[config.mk]
export PLATFORM = sky130hd
export DESIGN_NAME = core_alu
export DESIGN_NICKNAME = d
export VERILOG_FILES = /design/src/rtl/core_pkg.sv /design/src/rtl/core_alu_comb.sv /design/src/rtl/core_alu.sv
export SDC_FILE = /design/constraint.sdc
export NUM_CORES = 1
export LEC_CHECK = 0
export ABC_AREA = 1
export BUFFER_PORTS_ARGS = -buffer_cell sky130_fd_sc_hd__buf_2
export CAP_MARGIN = 40
export CORE_MARGIN = 2
export CORE_UTILIZATION = 35
export DETAILED_ROUTE_END_ITERATION = 10
export MAX_ROUTING_LAYER = met4
export PLACE_DENSITY_LB_ADDON = 0.12
export SETUP_SLACK_MARGIN = 0.02
export SLEW_MARGIN = 20
export SYNTH_ARGS = -nofsm -noshare
export SYNTH_HDL_FRONTEND = slang
export SYNTH_SLANG_ARGS = --single-unit
[constraint.sdc]
create_clock -name clk -period 0.8 [get_ports clk]
set_input_delay 0.16 -clock clk [delete_from_list [all_inputs] [get_ports clk]]
set_output_delay 0.16 -clock clk [all_outputs]
set_load 0.02 [all_outputs]
[src/rtl/core_pkg.sv]
// Shared constants and decode-flag indexing for the RV32I execute-stage ALU.
// Flag index order is also the result-mux priority: lower index wins.
package core_pkg;

    localparam int XLEN    = 32;
    localparam int SHAMT_W = 5;
    localparam logic [XLEN-1:0] RESULT_RST = 32'h0;

    typedef enum logic [5:0] {
        OP_ADDI, OP_SLTI, OP_SLTIU, OP_XORI, OP_ORI, OP_ANDI, OP_SLLI, OP_SRLI, OP_SRAI,
        OP_ADD, OP_SUB, OP_SLL, OP_SLT, OP_SLTU, OP_XOR, OP_SRL, OP_SRA, OP_OR, OP_AND,
        OP_BEQ, OP_BNE, OP_BLT, OP_BGE, OP_BLTU, OP_BGEU,
        OP_LB, OP_LH, OP_LW, OP_LBU, OP_LHU, OP_SB, OP_SH, OP_SW
    } op_e;

    localparam int NUM_OPS = 33;

    function automatic logic [XLEN-1:0] b2w(input logic b);
        return {{(XLEN-1){1'b0}}, b};
    endfunction

endpackage

[src/rtl/core_alu_comb.sv]
// Combinational ALU datapath: shared adders, comparators, shifters, logic unit
// and a fixed-priority result select over the one-hot decode flags.
module core_alu_comb
    import core_pkg::*;
(
    input  logic [NUM_OPS-1:0] op,
    input  logic [XLEN-1:0]    rs1,
    input  logic [XLEN-1:0]    rs2,
    input  logic [XLEN-1:0]    imm,
    output logic [XLEN-1:0]    result
);

    logic [XLEN-1:0]              sum_i, sum_r, diff;
    logic [SHAMT_W-1:0]           sh_i, sh_r;
    logic                         lt_s_i, lt_u_i, lt_s_r, lt_u_r, eq_r;
    logic [NUM_OPS-1:0][XLEN-1:0] res;

    assign sum_i  = rs1 + imm;
    assign sum_r  = rs1 + rs2;
    assign diff   = rs1 - rs2;
    assign sh_i   = imm[SHAMT_W-1:0];
    assign sh_r   = rs2[SHAMT_W-1:0];
    assign lt_s_i = $signed(rs1) < $signed(imm);
    assign lt_u_i = rs1 < imm;
    assign lt_s_r = $signed(rs1) < $signed(rs2);
    assign lt_u_r = rs1 < rs2;
    assign eq_r   = rs1 == rs2;

    always_comb begin
        res           = '0;
        res[OP_ADDI]  = sum_i;
        res[OP_SLTI]  = b2w(lt_s_i);
        res[OP_SLTIU] = b2w(lt_u_i);
        res[OP_XORI]  = rs1 ^ imm;
        res[OP_ORI]   = rs1 | imm;
        res[OP_ANDI]  = rs1 & imm;
        res[OP_SLLI]  = rs1 << sh_i;
        res[OP_SRLI]  = rs1 >> sh_i;
        res[OP_SRAI]  = $unsigned($signed(rs1) >>> sh_i);
        res[OP_ADD]   = sum_r;
        res[OP_SUB]   = diff;
        res[OP_SLL]   = rs1 << sh_r;
        res[OP_SLT]   = b2w(lt_s_r);
        res[OP_SLTU]  = b2w(lt_u_r);
        res[OP_XOR]   = rs1 ^ rs2;
        res[OP_SRL]   = rs1 >> sh_r;
        res[OP_SRA]   = $unsigned($signed(rs1) >>> sh_r);
        res[OP_OR]    = rs1 | rs2;
        res[OP_AND]   = rs1 & rs2;
        res[OP_BEQ]   = b2w(eq_r);
        res[OP_BNE]   = b2w(!eq_r);
        res[OP_BLT]   = b2w(lt_s_r);
        res[OP_BGE]   = b2w(!lt_s_r);
        res[OP_BLTU]  = b2w(lt_u_r);
        res[OP_BGEU]  = b2w(!lt_u_r);
        // Loads and stores only need the effective address.
        res[OP_LB]    = sum_i;
        res[OP_LH]    = sum_i;
        res[OP_LW]    = sum_i;
        res[OP_LBU]   = sum_i;
        res[OP_LHU]   = sum_i;
        res[OP_SB]    = sum_i;
        res[OP_SH]    = sum_i;
        res[OP_SW]    = sum_i;
    end

    // Scan from lowest priority up so the lowest set index is the last write.
    always_comb begin
        result = '0;
        for (int k = NUM_OPS - 1; k >= 0; k--) begin
            if (op[k]) result = res[k];
        end
    end

endmodule

[src/rtl/core_alu.sv]
// Registered RV32I execute-stage ALU: one result per cycle, 1-cycle latency,
// asynchronous active-low reset of the output register.
module core_alu
    import core_pkg::*;
(
    input  logic        rst_n,
    input  logic        clk,
    input  logic        I_ADDI, I_SLTI, I_SLTIU, I_XORI, I_ORI, I_ANDI, I_SLLI, I_SRLI, I_SRAI,
    input  logic        I_ADD, I_SUB, I_SLL, I_SLT, I_SLTU, I_XOR, I_SRL, I_SRA, I_OR, I_AND,
    input  logic        I_BEQ, I_BNE, I_BLT, I_BGE, I_BLTU, I_BGEU,
    input  logic        I_LB, I_LH, I_LW, I_LBU, I_LHU, I_SB, I_SH, I_SW,
    input  logic [31:0] RS1,
    input  logic [31:0] RS2,
    input  logic [31:0] IMM,
    output logic [31:0] RESULT
);

    logic [NUM_OPS-1:0] op;
    logic [XLEN-1:0]    alu_out;

    // Bit 0 is I_ADDI so the packed order matches op_e.
    assign op = {I_SW, I_SH, I_SB, I_LHU, I_LBU, I_LW, I_LH, I_LB,
                 I_BGEU, I_BLTU, I_BGE, I_BLT, I_BNE, I_BEQ,
                 I_AND, I_OR, I_SRA, I_SRL, I_XOR, I_SLTU, I_SLT, I_SLL, I_SUB, I_ADD,
                 I_SRAI, I_SRLI, I_SLLI, I_ANDI, I_ORI, I_XORI, I_SLTIU, I_SLTI, I_ADDI};

    core_alu_comb u_comb (
        .op     (op),
        .rs1    (RS1),
        .rs2    (RS2),
        .imm    (IMM),
        .result (alu_out)
    );

    always_ff @(posedge clk or negedge rst_n) begin
        if (!rst_n) RESULT <= RESULT_RST;
        else        RESULT <= alu_out;
    end

endmodule

; ---- Word level (Yosys, flattened, before mapping)
; Cells that the tools add are included.
; Widths: inputs -> output; s select.
[totals]
output_inout_bits = 32
ram_bits = 0
mem_bits_ro = 0
latch_bits = 0
regBits = 32
mem_count = 0
input_bits = 131
[op_classes]
n_bitwise = 6
order_cmp = 4
n_shift = 6
reduce_logical = 3
add_sub_neg = 3
n_div = 0
n_eq_ne = 1
n_mux = 33
n_mul = 0
[ops]
columns = cell, count
row1 = $mux 32, 33
row2 = $lt 32x32->1, 4
row3 = $add 32x32->32, 2
row4 = $and 32x32->32, 2
row5 = $or 32x32->32, 2
row6 = $shl 32x5->32, 2
row7 = $shr 32x5->32, 2
row8 = $sshr 32x5->32, 2
row9 = $xor 32x32->32, 2
row10 = $eq 32x32->1, 1
row11 = $sub 32x32->32, 1
row12 = $logic_not 1->1, 3

; ---- Longest topological paths before layout
[depth]
depth_word = 34
ltp_mapped = 41
ltp_nobuf = 38

; ---- Cells and area by module
; From an unflattened synthesis, not the netlist that was laid out.
[hier_totals]
cells_unflattened = 3618
hier_area_um2 = 18920.6
[by_module_without_submodules]
columns = mod, seq_area_each_um2, cells_per_inst, instances, area_each_um2
row1 = core_alu_comb, 0.0, 3586, 1, 18119.9
row2 = core_alu, 800.8, 32, 1, 800.8

; ---- Worst setup path after synthesis
; Ideal clock, no wire load.
[synth_timing]
kind = in2reg
from = input IMM[2]
to = register RESULT[13]
t_required_ns = 0.683
cell_stages = 30
slack_ns = -2.901
t_arrival_ns = 3.584
setup_time_ns = 0.117
cell_sequence = clkbuf_1 inv_1 clkbuf_1 buf_1 clkbuf_1 ha_1 nand3_1 nand3_2 a21boi_2 o21ai_4 a21oi_2 o21ai_2 or2_1 a32o_1 nand2_1 nand2_1 nand2_1 nand2_1 nand2_1 nand2_1 nand2_1 nand2_1 nand3_1 nand2_1 nand2_1 nand2_1 nand2_1 nand2_1 nand2_1 nand2_1
[synth_between]
elab_chain_cells = 34
word_cells_on_any_way = 37
classes_between = add/sub: 1 / shift: 3 / mux: 33
[synth_lines]
columns = item, line_no
row1 = start: declaration, core_alu.sv:14  ; input logic [31:0] IMM,
row2 = $add 32x32->32, core_alu_comb.sv:18  ; assign sum_i = rs1 + imm;
row3 = $mux 32 (32 in a row), core_alu_comb.sv:71  ; if (op[k]) result = res[k];
row4 = $mux 32 *, core_alu_comb.sv:71
row5 = net alu_out[13], core_alu.sv:19  ; logic [XLEN-1:0] alu_out;
row6 = end signal: assignment, core_alu.sv:37  ; else RESULT <= alu_out;
row7 = end: declaration, core_alu.sv:15  ; output logic [31:0] RESULT
; Mark *: on every way through the listed nets, which the timed path passes. The rest lies on a longest branch.

; ---- Worst setup path in the final report
[layout_timing]
from = input RS1[1]
to = register RESULT[14]
[layout_between]
elab_chain_cells = 34
word_cells_on_any_way = 42
classes_between = add/sub: 3 / shift: 6 / mux: 33
[layout_lines]
columns = item, line_no
row1 = start: declaration, core_alu.sv:12  ; input logic [31:0] RS1,
row2 = $add 32x32->32, core_alu_comb.sv:18
row3 = $mux 32 (32 in a row), core_alu_comb.sv:71
row4 = $mux 32 *, core_alu_comb.sv:71
row5 = net alu_out[14], core_alu.sv:19
; Marked as above.

==> results.md <==
* Status: finished with violations
* Failing checks: setup timing
* GP Congestion at 1.16
* Reg clk slew, reported paths at 0.06 ns
* Area share of the leading cell type in the synthesized netlist at 22.0%
* Hpwl dp at 118 mm
* Switching share of power at 53.3%
* Most used cell, CP: nand2_2
* Cell Area, Synth at 18900 sq um
* Drt wl/cell at 26.3 um
* Grt total ovfl at 0
* Leading cell type in the layout, fill and taps excluded: buf_4
* Top flop regs: RESULT: 32 flops
* Setup violators final at 64
* Area grow syn2layout at 80.8%
* Slew Limit Fails at 0
* CP Launch Type: input port
* Die width at 237 um
* Synth area leaders: nand2_1 (22%), ha_1 (13%), o21ai_0 (11%), a21oi_1 (9.8%), inv_1 (7.9%)
* Average size of a mapped cell at 5.20 sq um
* H-tree depth at 2
* DRT Pass-1 Iters at 6
* Setup CP Type: input port to register
* Num CTS Buffers at 5
* Most frequent cells in the layout: buf_4 (1155), nand2_1 (917), inv_1 (345)
* Synth cell types at 62
* Vias in the first global route at 29.8k
* Fin. Hold Viols at 0
* 1st-iter DRT viols at 4327
* Initial Utilization at 35.3%
* Buf/Inv on CP at 6
* Arr. time, crit path at 3.75 ns
* WP depth at 27
* Yosys reg bits at 32
* Tightest Pin Transition at 0.830 ns
* Switching power at 17.5 mW
* Clock Tree Root: clkbuf_16
* Vias per cell at 5.78
* Clock power frac at 6.0%
* Max reg flops at 32
* Synth warnings at 0
* Number of max-cap violations at 0
* Syn Inst Count at 3640
* Worst Hold Class: input port to register
* Sequential share of power at 6.1%
* RSZ-0062 raised after global routing: true
* Worst rel slew slack at 44.7%
* Post-Place Setup Slack at -3.47 ns
* DRT antenna net count at 0
* Total length of routed wires at 148 mm
* Post-placement cell area at 28900 sq um
* Initial antenna violation count at 11
* Die area at 56000 sq um
* Top reg by flops: RESULT
* CP max FO at 3
* Final Non-Filler Cells at 5606
* CP top delay family: compound AO/OA/AOI/OAI gates
* Max stage delay on crit path at 0.41 ns
* Vias at 32.4k
* Chip height at 237 um
* Peak supply drop at 0.731 mV
* CP startpoint: RS1[1]
* Post-synthesis sequential area ratio at 4.23%
* Mapped Nets at 3968
* Layout cell share with drive strength beyond 1 at 43.4%
* Ports at 163
* Bufs on Longest Clock Path at 2
* Fmax at 284 MHz
* Layout fillers at 5227
* Final instance area at 34300 sq um
* Setup ws final at -2.72 ns
* Leak at 17.6 nW
* CP endpoint kind: register
* Internal at 15.3 mW
* Fin crit period at 3.52 ns
* Pin count of the biggest net entering global routing at 69
* GR Util All Layers at 51.5%
* Hold_ws at 0.223 ns
* Count of input and output buffers at 162
* Core region area at 53700 sq um
* Tcrit/Tclk final at 440%
* Req. time, crit path at 1.03 ns
* Pwr dens at 957 nW/um^2
* Comb pwr share at 87.8%
* CTS tree: yes
* Placed cells at 5416
* Critical path's slowest cell: fa_2
* Nets at 5227
* Num rows at 85
* First-pass GRT wire length at 204 mm
* Crit path capture: RESULT[14]
* Final TNS setup at -82.60 ns
* Residual DRC at 0
* Num Clock Sinks at 32
* Post-synth top area cell: nand2_1
==> Yosys cell counts, drive strengths merged <==
library cell     n
nand2         1124
a32o             1
a221o            3
a311oi           2
a21boi           2
xor2            32
o211ai          51
or2             13
a31oi           24
buf             82
clkinv           9
and2             1
and3             2
o22ai            8
o221ai          13
ha             194
clkbuf         126
a21o             4
a22o             6
o311ai           4
o31ai           13
inv            420
nor3            31
o21a            13
a31o             2
nand3          165
a21oi          390
o21ai          447
nand3b           1
fa               3
a22oi            6
nand4           13
dfrtp           32
mux2i           20
nor2           329
a221oi          11
o21bai          16
nor4             9
a211oi          18
==> stage by stage <==
stage | total power [mW] | utilization [%]
after floorplan | 11.7 | -
final | 32.8 | 63.8
after detailed placement | 24.5 | 53.8
after global routing | 33.9 | 63.8
after CTS | 29.7 | 60.5
after global placement | 24.6 | 53.8
==> routing by layer <==
metal	share of wire (%)	vias up	GRT usage, %
met1	37	15000	61.6
met2	41	2256	73.9
met3	11	700	11.9
met4	10	0	41.5
li1	-	14500	-
met5	0	-	-
==> worst min path at each step <==
stage	from	to	slack (ns)	cells past startpoint
2_1_floorplan	rst_n	RESULT[0]	-0.14	0
3_3_place_gp	rst_n	RESULT[29]	0.13	2
3_5_place_dp	rst_n	RESULT[29]	0.13	2
4_1_cts	I_SLTI	RESULT[0]	0.24	5
5_1_grt	I_SLTI	RESULT[0]	0.25	5
6_report	I_SLTI	RESULT[0]	0.22	5
==> worst min-delay path: stages <==
cell     delay (ns)
buf_2          0.09
buf_4          0.10
a21oi_1        0.04
nand2_2        0.06
a21oi_2        0.04
==> final cells by class <==
class	count	area, sq um	share of cell area, %
multi-input combinational	2971	18700	54.6
clock buffer	6	129	0.376
clock inverter	1	5.00	0.0146
timing repair buffer	1460	12000	35.0
inverter	429	1700	4.97
sequential	32	801	2.34
antenna	11	27.5	0.0804
tap	696	871	2.54
==> cells by family after synthesis <==
kind of cell / Yosys count / share of synthesized area (%)
adders and majority gates: 197 / 13.1
AOI/OAI and AO/OA: 1034 / 30.8
and+or+nand+nor: 1688 / 35.9
muxes: 20 / 1.06
xor gates and xnor gates: 32 / 1.48
DFF: 32 / 4.23
buffers and inverters: 637 / 13.4
==> power groups by stage <==
stage | combinational, mW | clock [mW] | sequential (mW)
floorplan | 9.49 | 0 | 2.24
global placement | 22.6 | 0 | 1.97
detailed placement | 22.6 | 0 | 1.98
CTS | 25.7 | 1.93 | 2.01
global route | 29.9 | 2.01 | 2.02
finish | 28.8 | 1.98 | 2.01
==> what timing repair did <==
| action | in CTS | in global routing |
|---|---|---|
| hold buffers | 1 | 0 |
| pin swaps | 197 | 254 |
| cloned | 2 | 2 |
| endpoints found under the hold margin | 32 | 0 |
| gates resized for setup | 671 | 337 |
| setup buffers | 120 | 60 |
| endpoints found under the setup margin | 64 | 64 |
Power figures use the tool's default switching activity.
